### src/rtl/ram_arb_pkg.sv
// ram_arb_pkg: owner encoding, read-tag type and saturating counter helper for ram_port_arbiter
package ram_arb_pkg;

  typedef enum logic [1:0] {
    OWN_NONE = 2'd0,
    OWN_BOOT = 2'd1,
    OWN_CPU  = 2'd2,
    OWN_AUX  = 2'd3
  } owner_t;

  typedef struct packed {
    logic   valid;
    owner_t owner;
  } tag_t;

  function automatic logic [15:0] sat_inc16(input logic [15:0] c, input logic inc);
    return c + 16'(inc && c != 16'hFFFF);
  endfunction

endpackage

### src/rtl/ram_port_arbiter_rd_tag_pipe.sv
// rd_tag_pipe: DEPTH-stage shift register carrying {valid, owner} of each issued RAM read
import ram_arb_pkg::*;

module rd_tag_pipe #(
  parameter int DEPTH = 1
) (
  input  logic clk,
  input  logic rst_n,
  input  tag_t tag_in,
  output tag_t tag_out
);

  tag_t [DEPTH-1:0] tag_q, tag_d;

  // Shift the new tag in at stage 0; the last stage lines up with RAM read data
  always_comb begin
    tag_d[0] = tag_in;
    for (int i = 1; i < DEPTH; i++) tag_d[i] = tag_q[i-1];
    tag_out = tag_q[DEPTH-1];
  end

  // Stage registers; reset drops every in-flight read
  always_ff @(posedge clk or negedge rst_n)
    if (!rst_n) tag_q <= '0;
    else        tag_q <= tag_d;

endmodule

### src/rtl/ram_port_arbiter.sv
// ram_port_arbiter: boot/CPU/aux arbiter for the work RAM with aux anti-starvation and tagged read return; ARB_STATS_EN adds grant statistics
import ram_arb_pkg::*;

module ram_port_arbiter #(
  parameter int ADDR_W       = 15,
  parameter int DATA_W       = 8,
  parameter int RD_LATENCY   = 1,
  parameter int STARVE_LIMIT = 8
) (
  input  logic              clk,
  input  logic              rst_n,
  input  logic              boot_mode,
  input  logic              boot_req,
  input  logic [ADDR_W-1:0] boot_addr,
  input  logic [DATA_W-1:0] boot_wdata,
  output logic              boot_gnt,
  input  logic              cpu_req,
  input  logic              cpu_we,
  input  logic [ADDR_W-1:0] cpu_addr,
  input  logic [DATA_W-1:0] cpu_wdata,
  output logic              cpu_gnt,
  output logic              cpu_rvalid,
  input  logic              aux_req,
  input  logic              aux_we,
  input  logic [ADDR_W-1:0] aux_addr,
  input  logic [DATA_W-1:0] aux_wdata,
  output logic              aux_gnt,
  output logic              aux_rvalid,
  output logic [DATA_W-1:0] rdata,
  output logic [ADDR_W-1:0] ram_addr,
  output logic [DATA_W-1:0] ram_wdata,
  output logic              ram_we,
  output logic              ram_re,
  input  logic [DATA_W-1:0] ram_rdata
`ifdef ARB_STATS_EN
  ,
  input  logic              stat_clr,
  output logic [15:0]       stat_cpu_grants,
  output logic [15:0]       stat_aux_grants,
  output logic [15:0]       stat_aux_forced
`endif
);

  localparam logic [7:0] LIM = 8'(STARVE_LIMIT);

  logic [7:0]        starve_cnt_q, starve_cnt_d;
  logic [ADDR_W-1:0] addr_q, addr_d;
  logic [DATA_W-1:0] wdata_q, wdata_d;
  logic [DATA_W-1:0] rdata_q, rdata_d;
  logic              force_aux;
  tag_t              tag_in, tag_out;

  // Pick the winner, drive the RAM command from it and advance the aux starve counter
  always_comb begin
    force_aux    = rst_n && !boot_mode && aux_req && starve_cnt_q == LIM;
    boot_gnt     = rst_n && boot_mode && boot_req;
    cpu_gnt      = rst_n && !boot_mode && cpu_req && !force_aux;
    aux_gnt      = rst_n && !boot_mode && aux_req && (force_aux || !cpu_req);
    ram_we       = boot_gnt || (cpu_gnt && cpu_we) || (aux_gnt && aux_we);
    ram_re       = (cpu_gnt && !cpu_we) || (aux_gnt && !aux_we);
    addr_d       = boot_gnt ? boot_addr : cpu_gnt ? cpu_addr : aux_gnt ? aux_addr : addr_q;
    wdata_d      = boot_gnt ? boot_wdata : cpu_gnt ? cpu_wdata : aux_gnt ? aux_wdata : wdata_q;
    ram_addr     = addr_d;
    ram_wdata    = wdata_d;
    starve_cnt_d = (aux_req && !aux_gnt) ? starve_cnt_q + {7'd0, starve_cnt_q != LIM} : 8'd0;
    tag_in.valid = ram_re;
    tag_in.owner = !ram_re ? OWN_NONE : cpu_gnt ? OWN_CPU : OWN_AUX;
  end

  rd_tag_pipe #(
    .DEPTH(RD_LATENCY)
  ) u_tags (
    .clk    (clk),
    .rst_n  (rst_n),
    .tag_in (tag_in),
    .tag_out(tag_out)
  );

  // Route an exiting tag to its owner; read data is passed through and captured for holding
  always_comb begin
    cpu_rvalid = tag_out.valid && tag_out.owner == OWN_CPU;
    aux_rvalid = tag_out.valid && tag_out.owner == OWN_AUX;
    rdata_d    = tag_out.valid ? ram_rdata : rdata_q;
    rdata      = rdata_d;
  end

  // Arbiter state registers
  always_ff @(posedge clk or negedge rst_n)
    if (!rst_n) begin
      starve_cnt_q <= '0;
      addr_q       <= '0;
      wdata_q      <= '0;
      rdata_q      <= '0;
    end else begin
      starve_cnt_q <= starve_cnt_d;
      addr_q       <= addr_d;
      wdata_q      <= wdata_d;
      rdata_q      <= rdata_d;
    end

`ifdef ARB_STATS_EN
  logic [15:0] cpu_cnt_q, cpu_cnt_d;
  logic [15:0] aux_cnt_q, aux_cnt_d;
  logic [15:0] frc_cnt_q, frc_cnt_d;

  // Saturating grant statistics with synchronous clear
  always_comb begin
    cpu_cnt_d       = stat_clr ? 16'd0 : sat_inc16(cpu_cnt_q, cpu_gnt);
    aux_cnt_d       = stat_clr ? 16'd0 : sat_inc16(aux_cnt_q, aux_gnt);
    frc_cnt_d       = stat_clr ? 16'd0 : sat_inc16(frc_cnt_q, aux_gnt && force_aux);
    stat_cpu_grants = cpu_cnt_q;
    stat_aux_grants = aux_cnt_q;
    stat_aux_forced = frc_cnt_q;
  end

  // Statistics registers
  always_ff @(posedge clk or negedge rst_n)
    if (!rst_n) begin
      cpu_cnt_q <= '0;
      aux_cnt_q <= '0;
      frc_cnt_q <= '0;
    end else begin
      cpu_cnt_q <= cpu_cnt_d;
      aux_cnt_q <= aux_cnt_d;
      frc_cnt_q <= frc_cnt_d;
    end
`endif

endmodule
### config.mk
export PLATFORM = sky130hd
export DESIGN_NAME = ram_port_arbiter
export DESIGN_NICKNAME = d
export VERILOG_FILES = /design/src/rtl/ram_arb_pkg.sv /design/src/rtl/ram_port_arbiter_rd_tag_pipe.sv /design/src/rtl/ram_port_arbiter.sv
export SDC_FILE = /design/constraint.sdc
export NUM_CORES = 1
export LEC_CHECK = 0
export CAP_MARGIN = 20
export CORE_ASPECT_RATIO = 1.1
export CORE_MARGIN = 10
export CORE_UTILIZATION = 30
export DETAILED_ROUTE_END_ITERATION = 7
export GPL_TIMING_DRIVEN = 1
export SYNTH_ARGS = -nofsm -noshare
export SYNTH_HDL_FRONTEND = slang
export SYNTH_SLANG_ARGS = --single-unit
### constraint.sdc
create_clock -name clk -period 3.9 [get_ports clk]
set_clock_uncertainty 0.15 [all_clocks]
set_input_delay 0.78 -clock clk [delete_from_list [all_inputs] [get_ports clk]]
set_output_delay 0.78 -clock clk [all_outputs]
set_load 0.05 [all_outputs]
Word level (Yosys, flattened, before mapping)
Cells that the tools add are included.
{"block": "word_totals", "reg_bits": 42, "output_inout_bits": 38, "elab_cells": 46}
{"block": "classes", "n_addsub": 1, "n_eq_ne": 4, "n_mux": 10, "n_reduce_logical": 25}
{"operator": "2-to-1 mux 15 bit", "count": 3}
{"operator": "2-to-1 mux 8 bit", "count": 5}
{"operator": "logical AND 1 bit", "count": 15}
{"operator": "adder 8 x 1 -> 8 bit", "count": 1}
{"operator": "equality test 8 x 4 -> 1 bit (second input constant)", "count": 1}
{"operator": "inequality test 8 x 4 -> 1 bit (second input constant)", "count": 1}
{"operator": "logical NOT 1 bit", "count": 6}
{"operator": "equality test 2 bit (second input constant)", "count": 2}
{"operator": "logical OR 1 bit", "count": 4}
{"operator": "2-to-1 mux 2 bit", "count": 1}
{"operator": "2-to-1 mux 1 bit", "count": 1}

Longest topological paths before layout
{"block": "depth", "word_depth": 9, "mapped_depth": 9, "ltp_nobuf": 9}

Cells and area by module
Synthesis repeated with hierarchy kept, for this count alone.
{"block": "unflattened", "hier_cells": 238, "area_unflattened_um2": 2344.7}
{"mod": "ram_port_arbiter", "instances": 1, "cells_each": 235, "area_each_um2": 2269.7, "seq_area_each_um2": 975.9}
{"mod": "rd_tag_pipe", "instances": 1, "cells_each": 3, "area_each_um2": 75.1, "seq_area_each_um2": 75.1}

Worst setup path before layout
No wires, ideal clock.
{"block": "synth_path", "path_kind": "input -> output", "start": "input aux_req", "end": "output ram_we", "t_arrival_ps": 2753, "slack_ps": 217, "cell_stages": 5, "cell_sequence": "clkbuf_1 -> nand3b_1 -> clkbuf_1 -> nor2_1 -> a221o_1"}
{"block": "synth_via", "word_cells_on_any_way": 10, "classes_between": "reduce/logical: 10"}
{"element": "start, declared", "line": "ram_port_arbiter.sv:23", "text": "input logic aux_req,"}
{"element": "logical AND 1 bit *", "line": "ram_port_arbiter.sv:55, ram_port_arbiter.sv:58"}
{"element": "logical AND 1 bit", "line": "ram_port_arbiter.sv:55", "text": "force_aux = rst_n && !boot_mode && aux_req && starve_cnt_q == LIM;"}
{"element": "logical OR 1 bit", "line": "ram_port_arbiter.sv:58", "text": "aux_gnt = rst_n && !boot_mode && aux_req && (force_aux || !cpu_req);"}
{"element": "logical AND 1 bit *", "line": "ram_port_arbiter.sv:58"}
{"element": "net aux_gnt", "line": "ram_port_arbiter.sv:27", "text": "output logic aux_gnt,"}
{"element": "logical AND 1 bit *", "line": "ram_port_arbiter.sv:59", "text": "ram_we = boot_gnt || (cpu_gnt && cpu_we) || (aux_gnt && aux_we);"}
{"element": "logical OR 1 bit *", "line": "ram_port_arbiter.sv:59"}
{"element": "end, declared", "line": "ram_port_arbiter.sv:32", "text": "output logic ram_we,"}
Mark *: on every way through the listed nets, which the timed path passes. The rest lies on a longest branch.

Final worst setup path
{"block": "layout_path", "start": "input aux_req", "end": "output ram_addr[14]"}
{"block": "layout_via", "elab_chain_len": 7, "word_cells_on_any_way": 9, "classes_between": "mux: 3; reduce/logical: 6"}
{"element": "logical AND 1 bit *", "line": "ram_port_arbiter.sv:55, ram_port_arbiter.sv:58"}
{"element": "logical AND 1 bit", "line": "ram_port_arbiter.sv:55"}
{"element": "logical OR 1 bit", "line": "ram_port_arbiter.sv:58"}
{"element": "logical AND 1 bit", "line": "ram_port_arbiter.sv:58"}
{"element": "2-to-1 mux 15 bit", "line": "ram_port_arbiter.sv:61", "text": "addr_d = boot_gnt ? boot_addr : cpu_gnt ? cpu_addr : aux_gnt ? aux_addr : addr_q;"}
{"element": "2-to-1 mux 15 bit * (2 in a row)", "line": "ram_port_arbiter.sv:61"}
{"element": "end, declared", "line": "ram_port_arbiter.sv:30", "text": "output logic [ADDR_W-1:0] ram_addr,"}
Mark *: on every way between the ends. The rest lies on a longest branch, timed or not.

==> run metrics <==
MaxCap Viol Count 0; Pleak 1.52 nW; CP required 2.97 ns; die height approximately 110 um; top-area cell type share of the netlist area 44.4%; VDD IR-drop max 0.183 mV; synthesis-to-finish area growth 64.0%; Setup-failing EPs final 0; yosys warns 0; Vias between 2000 and 2500; total negative slack 0 ns; first-pass GRT wire length 14100 um; endpoints failing hold 0; syn avg cell area a little under 10 um2; ANT nets after route 0; clk slew on worst S/H paths 0.09 ns; cell area after placement 3670 um2; FFs w/ async S/R, synth 100%; Seq/Total Area, Yosys 44.4%; CTS Buffer Depth 2; starting density of the core 30.9%; Die ar. approximately 12000 um2; WP data arrival 2.60 ns; Cells after Synth approximately 240; area of the multi-input gates approximately 1200 um2; pwr dens 414 nW/um2; worst skew pair latency approximately 0.30 ns; Nets 446; worst hold path type primary input to asynchronous set/reset pin; Setup Fix Bufs, Post-CTS 0; initial antenna violation count 0; outcome complete, no violations; DIE WIDTH 104 um; Synth Flop Type dfrtp_1; CP Launch Type primary input; Num CTS Buffers 5; largest net degree at the start of global routing 27; post-detail-place hpwl 6440 um; cts hold-fix bufs 0; global-route usage over all layers 14.8%; Final Cell Area about 3800 um2; post-layout minimum cycle time 3.53 ns; DR pass1 iterations 5; DR DRC count 0; Syn Std Cell Area 2310 um2; I/O pins 123; routed vias/inst about 5.2; number of synthesized flops with an enable pin 0; FILL cells 700; # diodes 0; Max Freq 283 MHz; Final Cycle Share around 90%; DR iter-0 viols 125; number of global-route vias before repair 2636; worst setup path class primary input to output port; # rows 33; worst-path fanout max 22; Core Box Area 7470 um2; drt total wl 8880 um; post_cts resized 0; port bufs 122; CTS H-tree lvls 2; Slew HR 59.0%; # clock sinks between 40 and 50; CTS tree done; commonest non-fill, non-tap cells in the layout clkdlybuf4s50_1, dfrtp_1, buf_4, o21ai_1, nand2_1; fraction of layout cells with a size suffix above 1 17.5%; routed len/inst 19.1 um; #FFs+latches synth about 40; top cells by area, synth dfrtp_1, o221ai_1, o22a_1; Synth cell types 36; Reg area roughly 1000 um2; Clock Tree Root clkbuf_8; Worst Tran Pin Value 0.611 ns; Post-Syn Nets 324; grt total ovfl 0; Slew Limit Fails 0; RSZ-0062 raised after global routing false; Yosys top cell by area dfrtp_1; CP Capture Type output port; global placer's final weighted congestion approximately 0.78; most common cell after layout, fill and taps aside clkdlybuf4s50_1
cell usage after synthesis (2+ instances only):
library cell,count
buf_6,2
dfrtp_1,41
o21ai_1,24
nor2_1,9
inv_1,5
o22a_1,23
nand3_1,6
clkbuf_1,16
o221ai_1,23
xor2_1,5
nand2_1,24
o22ai_1,23
mux2_2,8
nor2b_1,3
ha_1,3
logic make-up (layout without fill, tap and decap cells):
group / after synthesis / count (layout) / synth area share [%]
xor gates and xnor gates: 6 / 6 / 2.28
AOI/OAI and AO/OA: 98 / 98 / 31.0
adders and majority gates: 3 / 3 / 1.63
DFF: 41 / 41 / 44.4
muxes: 8 / 8 / 3.90
and+or+nand+nor: 54 / 54 / 11.9
buffers and inverters: 26 / 149 / 4.93
flip-flops by register name, indices dropped and copies added (netlist names):
name,count
addr_q,15
rdata_q,8
starve_cnt_q,8
wdata_q,8
u_tags.tag_out,2
metal layers:
metal  global-route usage [%]  routed length, um
met1                     18.8               3890
met2                     23.4               4300
met3                     5.32                624
met4                     3.25                 68
met5                        0                  0
area by class of cell:
cell class	instances	area share, %
multi-input combinational	169	31.0
sequential	41	27.1
clock inverter	1	0.793
clock buffer	7	2.28
timing repair buffer	135	34.8
inverter	6	0.595
tap	105	3.47
path summary, 6_finish.rpt:
| kind | from | endpoint | slack (ns) | cells after the start |
|---|---|---|---|---|
| worst max-delay path | aux_req | ram_addr[14] | 0.37 | 7 |
| worst min-delay path | rst_n | wdata_q[4]$_DFF_PN0_ | 0.34 | 2 |
| worst max register to register | starve_cnt_q[1]$_DFF_PN0_ | addr_q[14]$_DFF_PN0_ | 1.74 | 7 |
| worst min register to register | rdata_q[0]$_DFF_PN0_ | rdata_q[0]$_DFF_PN0_ | 0.35 | 1 |
| max in group asynchronous | rst_n | addr_q[6]$_DFF_PN0_ | 2.94 | 2 |
| min in group clk | rdata_q[0]$_DFF_PN0_ | rdata_q[0]$_DFF_PN0_ | 0.35 | 1 |
report_power, final:
part	total [mW]	internal (mW)	switching (mW)
clock network	0.365	0.209	0.156
logic	0.678	0.277	0.401
registers	0.523	0.491	0.0328
total	1.57	0.977	0.590
worst max-delay path, cell delays in order:
cell	delay (ns)
clkdlybuf4s50_1	0.60
nand4bb_1	0.20
o211ai_4	0.26
buf_12	0.20
o22ai_1	0.09
o21ai_1	0.21
buf_4	0.24
per-stage QoR:
step	setup slack (ns)	hold slack (ns)	instances	power, mW	util (%)
final	0.372	0.335	464	1.57	50.7
after global routing	0.240	0.345	464	1.64	50.7
after CTS	0.376	0.336	464	1.58	50.7
after detailed placement	0.376	0.337	456	1.21	49.1
after global placement	0.416	0.331	456	1.21	49.1
after floorplan	0.217	0.334	236	0.943	-
Note: power is estimated with default switching activity, not from simulation.
